===== src/rtl/rho_calc.sv =====
// Hough vote coordinate: rho = x*cos(theta) + y*sin(theta), rounded to nearest.
// Inputs are registered at the sampling edge; lookup, multiply and add/round stages follow.
module rho_calc #(
    parameter int XY_W   = 12,
    parameter int FRAC_W = 16
) (
    input  logic            clk,
    input  logic            rst,
    input  logic            in_vld,
    input  logic [XY_W-1:0] x,
    input  logic [XY_W-1:0] y,
    input  logic [31:0]     phase,
    output logic            out_vld,
    output logic [31:0]     rho_data
);

    localparam int TW = FRAC_W + 1;
    localparam int CW = FRAC_W + 2;
    localparam int PW = XY_W + FRAC_W + 2;
    localparam int SW = PW + 1;
    localparam logic signed [SW-1:0] HALF = SW'(2 ** (FRAC_W - 1));

    // round(2^16 * sin(a deg)), a = 0..90
    localparam logic [TW-1:0] SIN_TAB [0:90] = '{
            0,  1144,  2287,  3430,  4572,  5712,  6850,  7987,  9121, 10252,
        11380, 12505, 13626, 14742, 15855, 16962, 18064, 19161, 20252, 21336,
        22415, 23486, 24550, 25607, 26656, 27697, 28729, 29753, 30767, 31772,
        32768, 33754, 34729, 35693, 36647, 37590, 38521, 39441, 40348, 41243,
        42126, 42995, 43852, 44695, 45525, 46341, 47143, 47930, 48703, 49461,
        50203, 50931, 51643, 52339, 53020, 53684, 54332, 54963, 55578, 56175,
        56756, 57319, 57865, 58393, 58903, 59396, 59870, 60326, 60764, 61183,
        61584, 61966, 62328, 62672, 62997, 63303, 63589, 63856, 64104, 64332,
        64540, 64729, 64898, 65048, 65177, 65287, 65376, 65446, 65496, 65526,
        65536
    };

    logic            v0, v1, v2;
    logic [XY_W-1:0] x0, y0, x1, y1;
    logic [1:0]      q0, q1;
    logic [6:0]      a0;
    logic [TW-1:0]   s1, c1;

    logic signed [CW-1:0] sp, cp, cos_v, sin_v;
    logic signed [PW-1:0] xe, ye, ce, se;
    logic signed [PW-1:0] px, py;
    logic signed [SW-1:0] sum, rnd, shifted;

    always_ff @(posedge clk) begin
        if (rst) begin
            v0 <= 1'b0;
            v1 <= 1'b0;
            v2 <= 1'b0;
        end else begin
            v0 <= in_vld;
            v1 <= v0;
            v2 <= v1;
        end
    end

    always_ff @(posedge clk) begin
        x0 <= x;
        y0 <= y;
        q0 <= phase[17:16];
        a0 <= (phase[6:0] > 7'd90) ? 7'd90 : phase[6:0];
        x1 <= x0;
        y1 <= y0;
        q1 <= q0;
        s1 <= SIN_TAB[a0];
        c1 <= SIN_TAB[7'd90 - a0];
        px <= xe * ce;
        py <= ye * se;
    end

    always_comb begin
        sp = {1'b0, s1};
        cp = {1'b0, c1};
        case (q1)
            2'd0:    begin cos_v =  cp; sin_v =  sp; end
            2'd1:    begin cos_v = -sp; sin_v =  cp; end
            2'd2:    begin cos_v = -cp; sin_v = -sp; end
            default: begin cos_v =  sp; sin_v = -cp; end
        endcase
        xe = {{(PW - XY_W){1'b0}}, x1};
        ye = {{(PW - XY_W){1'b0}}, y1};
        ce = {{(PW - CW){cos_v[CW-1]}}, cos_v};
        se = {{(PW - CW){sin_v[CW-1]}}, sin_v};
    end

    always_comb begin
        sum     = {px[PW-1], px} + {py[PW-1], py};
        rnd     = sum + HALF;
        shifted = rnd >>> FRAC_W;
    end

    always_ff @(posedge clk) begin
        if (rst) begin
            out_vld  <= 1'b0;
            rho_data <= '0;
        end else begin
            out_vld <= v2;
            if (v2) begin
                rho_data <= {{(32 - SW){shifted[SW-1]}}, shifted};
            end
        end
    end

endmodule


===== config.mk =====
export PLATFORM = sky130hd
export DESIGN_NAME = rho_calc
export DESIGN_NICKNAME = d
export VERILOG_FILES = /design/src/rtl/rho_calc.sv
export SDC_FILE = /design/constraint.sdc
export NUM_CORES = 2
export LEC_CHECK = 0
export ABC_AREA = 1
export CAP_MARGIN = 10
export CORE_MARGIN = 2
export CORE_UTILIZATION = 45
export CTS_CLUSTER_SIZE = 30
export DETAILED_ROUTE_END_ITERATION = 10
export DONT_BUFFER_PORTS = 1
export PLACE_DENSITY_LB_ADDON = 0.2
export SYNTH_ARGS = -nofsm -noshare
export SYNTH_HDL_FRONTEND = slang
export SYNTH_SLANG_ARGS = --single-unit

===== constraint.sdc =====
create_clock -name clk -period 5.8 [get_ports clk]
set_input_delay 0.58 -clock clk [delete_from_list [all_inputs] [get_ports clk]]
set_output_delay 0.58 -clock clk [all_outputs]
set_load 0.005 [all_outputs]

## Word-level counts from Yosys, hierarchy flattened

Memories as Yosys holds them, arrays and structs flattened. A register that Yosys moved wholly into a read port is not among the register bits.
Cells that the tools add are included.

- Bits in read-only memories: 4352
- Register bits: 138
- Memories kept: 2
- Bits of input ports: 59

- Bitwise gates (word level): 2
- Add/sub/neg operators: 5
- Multiplexer cells: 2
- Order comparisons: 1
- Reductions and logical operators: 1
- Equal/unequal tests: 2
- Multiply operators: 2

Memories:

| name | depth | width | read ports | clocked after Yosys merged registers in | wr ports | line | source |
|---|---|---|---|---|---|---|---|
| (no name shown) | 128 | 17 | 1 | 1 | 0 | 69 | `c1 <= SIN_TAB[7'd90 - a0];` |
| (no name shown) | 128 | 17 | 1 | 1 | 0 | 68 | `s1 <= SIN_TAB[a0];` |

Operators by type and width:

| cell | count |
|---|---|
| one-hot mux 18 bit (3 select lines) | 2 |
| multiplier 13 x 18 -> 30 bit | 2 |
| negator 17 -> 18 bit | 2 |
| adder 30 x 30 -> 31 bit | 1 |
| adder 31 x 17 -> 31 bit, second input constant | 1 |
| NOT 7 -> 8 bit | 2 |
| greater-than comparator 7 bit, second input constant | 1 |
| subtractor 7 bit, first input constant | 1 |
| equality test 2 x 1 -> 1 bit, second input constant | 1 |
| equality test 2 bit, second input constant | 1 |
| logical NOT 2 bit | 1 |

## Depth between registers and ports, before layout

- Word-level depth: 3
- Gate-level depth with buffers: 33
- Mapped depth without buffers: 33

## Worst setup path after synthesis

Ideal clock, no wire load.

- Path type: register -> register
- From: reg q1[1]
- To: reg py[28]
- Path buffers: 1
- Slack: 191 ps
- Period minus slack after synthesis: 5609 ps
- Stages on the path, launching flop included: 26
- Library setup time: 113 ps
- Required time: 5687 ps
- Arrival time: 5496 ps
- Cell sequence: dfxtp_1 inv_2 nor2_2 buf_2 nand2_1 nand2_2 inv_1 nor2_1 inv_1 fa_1 inv_1 fa_1 inv_1 fa_1 inv_1 fa_1 inv_1 fa_1 inv_1 ha_1 inv_1 nor3_1 nand4_1 or2_2 nand4_1 nand2_1

- Cells in the longest elaborated chain, start to end: 3

RTL lines:

| item | line | source |
|---|---|---|
| start, declared | 39 | `logic [1:0] q0, q1;` |
| start signal, assigned | 67 | `q1 <= q0;` |
| equality test 2 bit, or another cell as far along | 77 | `case (q1)` |
| one-hot mux 18 bit (3 select lines) (*) | 77 |  |
| multiplier 13 x 18 -> 30 bit (*) | 71 | `py <= ye * se;` |
| end signal, assigned | 71 |  |
| end, declared | 45 | `logic signed [PW-1:0] px, py;` |

Every way passes the cells marked *; elsewhere a longest branch is shown, timed or not.
A chain may end at the register's enable or synchronous reset.

## Worst setup path in the final report

- From: reg s1[5]
- To: reg py[19]

- Cells in the longest elaborated chain, start to end: 3

RTL lines:

| item | line | source |
|---|---|---|
| start, declared | 41 | `logic [TW-1:0] s1, c1;` |
| negator 17 -> 18 bit | 80 | `2'd2: begin cos_v = -cp; sin_v = -sp; end` |
| one-hot mux 18 bit (3 select lines) (*) | 77 |  |
| multiplier 13 x 18 -> 30 bit (*) | 71 |  |

Marks and branches as above.

==> flow_metrics.py <==
metrics = {
    "sta": {
        "slew_headroom_pct": 30.0,
        "skew_ns": 0.0293,
        "period_share_pct": 98.9,
        "min_period_ns": 5.74,
        "max_freq_mhz": 174,
        "finalMaxSlewViolations": 0,
        "hold_viol": 0,
        "setup_viol_count_final": 0,
        "whs_ns": 0.0866,
        "rsz0062_at_grt": "yes",
        "worst_pin_slew_ns": 1.05,
    },
    "die": {
        "row_count": 90,
        "fp.dieH_um": 252,
        "die_x_um": 252,
        "core_um2": 60600,
        "ios": 92,
        "start_util_pct": 45.8,
        "die_area_um2": 63600,
    },
    "synthesis": {
        "syn_inst": 3902,
        "synth_edf_count": 0,
        "yosysMostFrequentCell": "nand2_1",
        "syn_area_um2": 27700,
        "synth_top_area_share_pct": 28.3,
        "synthFlopType": "dfxtp_1",
        "yosys_warnings": 0,
        "synth_commonest_cells": "nand2_1, inv_1, nor2_1",
        "synth_cell_type_count": 60,
        "async_flop_share_pct": 0,
        "synth_seq_cells": 172,
        "avgSynthCellArea_um2": 7.10,
        "synthTopCellsByArea": "fa_1, dfxtp_1, nand2_1, inv_1, ha_1",
        "yosysTopAreaCell": "fa_1",
        "synth_nets": 4570,
        "synth-seq-area-share_pct": 12.4,
    },
    "finish": {
        "drive_gt1_share_pct": 22.4,
        "area_growth_pct": 23.9,
        "fillers": 5842,
        "n_antenna_cell": 0,
        "final_core_util_pct": 56.7,
        "postLayoutCellArea_um2": 34300,
        "fin_nets": 4921,
    },
    "cts": {
        "clock_sinks": 172,
        "cts_root_buf": "clkbuf_16",
        "cts_tree": "done",
        "clockBufferDepth": 2,
        "cts_made_buffers": 17,
        "h-tree-depth": 4,
        "worstSkewPairLatency_ns": 0.51,
        "clk_pin_slew_ns": 0.09,
        "postCtsHoldBufs": 0,
    },
    "grt": {
        "grt_pass1_vias": 26000,
        "antenna_found_initial": 0,
        "grt_use_total_pct": 27.7,
        "grt_pass1_wl_um": 138000,
        "grt_start_max_net_pins": 47,
        "grt_overflow": 0,
    },
    "setup_path": {
        "reg2reg_from": "s1[5]",
        "r2r_slack_ns": 0.06,
        "worst_setup_path_start_kind": "register",
        "crit_arrival_ns": 6.14,
        "worstPathMaxFanout": 6,
        "crit_type": "register to register",
        "timing.rr.end": "py[19]",
        "reg2reg_depth": 27,
        "crit_required_ns": 6.20,
        "worst_setup_path_end_kind": "register",
    },
    "routing": {
        "drt_iter0_drc": 2081,
        "via_per_inst": 5.24,
        "first_pass_iters": 5,
        "dr_total_vias": 26400,
        "ant_nets": 0,
        "wl_per_cell_um": 17.6,
        "drc": 0,
        "drt_wl_total_um": 88800,
    },
    "hold_path": {
        "min_to": "x0[10]",
        "whs_path_depth": 0,
        "hp-start": "x[10]",
        "hold_class": "input port to register",
    },
    "run_status": {
        "status": "finished clean",
    },
    "placed_design": {
        "placed_cell_area_um2": 31100,
        "portBuffers": 0,
        "place_congestion": 0.971,
        "dp_hpwl_um": 71200,
    },
    "run": {
        "cap_viol_max_count": 0,
    },
}
-- how the worst max path moves through the flow --
stage          startpoint  depth (start not counted)  endpoint
2_1_floorplan       q1[1]                         25    py[28]
3_3_place_gp        s1[3]                         25    py[17]
3_5_place_dp        s1[3]                         25    py[17]
4_1_cts             s1[0]                         29    py[22]
5_1_grt             s1[5]                         30    py[23]
6_report            s1[5]                         27    py[19]
-- layer usage --
metal | global-route usage (%) | vias to the layer above | wire [um]
met5 | 0 | - | 0
met4 | 8.71 | 0 | 2820
met3 | 3.34 | 177 | 4810
met2 | 47.1 | 862 | 42600
met1 | 37.0 | 12800 | 38500
li1 | - | 12600 | -
-- repair_timing --
item	CTS	global route
buffers inserted	4	47
resized for setup	98	483
gates cloned	0	1
setup endpoints to repair	33	40
pin swaps	16	218
-- layout by cell type, fill, tap and decap left out, types with 22 or more instances in the layout --
cell type  Yosys  final
a21oi_1      134     94
a21oi_2        1     34
buf_4         23    421
buf_6          3     23
dfxtp_1      172    151
fa_1         392    366
fa_2           0     26
ha_1         217    175
ha_4           0     39
inv_1        840    788
inv_2         13     51
nand2_1      844    756
nand2_2       17     74
nand2_4        0     31
nand3_1      275    245
nand3_2        2     25
nand4_1       29     29
nor2_1       406    342
nor2_2         4     42
nor2_4         3     29
o21ai_0      188    165
o21ai_1       12     22
xor2_1        53     40
-- logic make-up (layout without fill, tap and decap cells) --
logic type      Yosys count  count (layout)  synth area share, %
flops                   172             172                 12.4
xor+xnor                 72              72                 2.44
compound gates          435             435                 8.87
fa+ha+maj               609             609                 38.1
simple gates           1635            1636                 24.4
buf+inv                 979            1342                 13.8
-- flip-flops by register name, summed over array words and instances (netlist names), 7 cells and up --
name	flops
px	30
py	30
c1	17
s1	17
rho_data	15
x0	12
x1	12
y0	12
y1	12
a0	7
-- layout make-up --
cell class              count  area [um^2]  share of cell area, %
inverters                 862         3270                   9.53
clock inverters            15          204                  0.594
repair buffers            448         3490                   10.2
flip-flops and latches    172         3480                   10.1
clock buffers              17          425                   1.24
well taps                 782          978                   2.85
multi-input cells        2752        22500                   65.5
-- metrics by stage --
step	std cells	setup TNS (ns)	setup slack, ns
2_1_floorplan	3902	0	0.191
3_3_place_gp	4965	-3.29	-0.209
3_5_place_dp	4965	-4.37	-0.235
4_1_cts	5001	-0.0333	-0.0241
5_1_grt	5048	-2.63	-0.186
6_report	5048	0	0.0643
-- worst max-delay path: stages, from the launching register on --
cell and delay [ns]:
dfxtp_2 0.37, nor2_2 0.06, nand3_2 0.09, buf_4 0.12
nor3_2 0.03, buf_4 0.14, or2_2 0.28, nand3_1 0.10
nand2_1 0.08, nand2_2 0.14, buf_6 0.15, nor2_1 0.06
fa_1 0.55, inv_2 0.04, fa_1 0.44, inv_1 0.08
fa_2 0.46, fa_1 0.55, inv_1 0.05, fa_1 0.47
inv_1 0.07, ha_4 0.30, nand2_2 0.09, buf_4 0.16
nor4_4 0.30, nand2_1 0.10, nand2_2 0.09, xor2_1 0.26
Power is not shown: default switching activity piles up to over one toggle a cycle in this logic, so the estimate is an artifact.
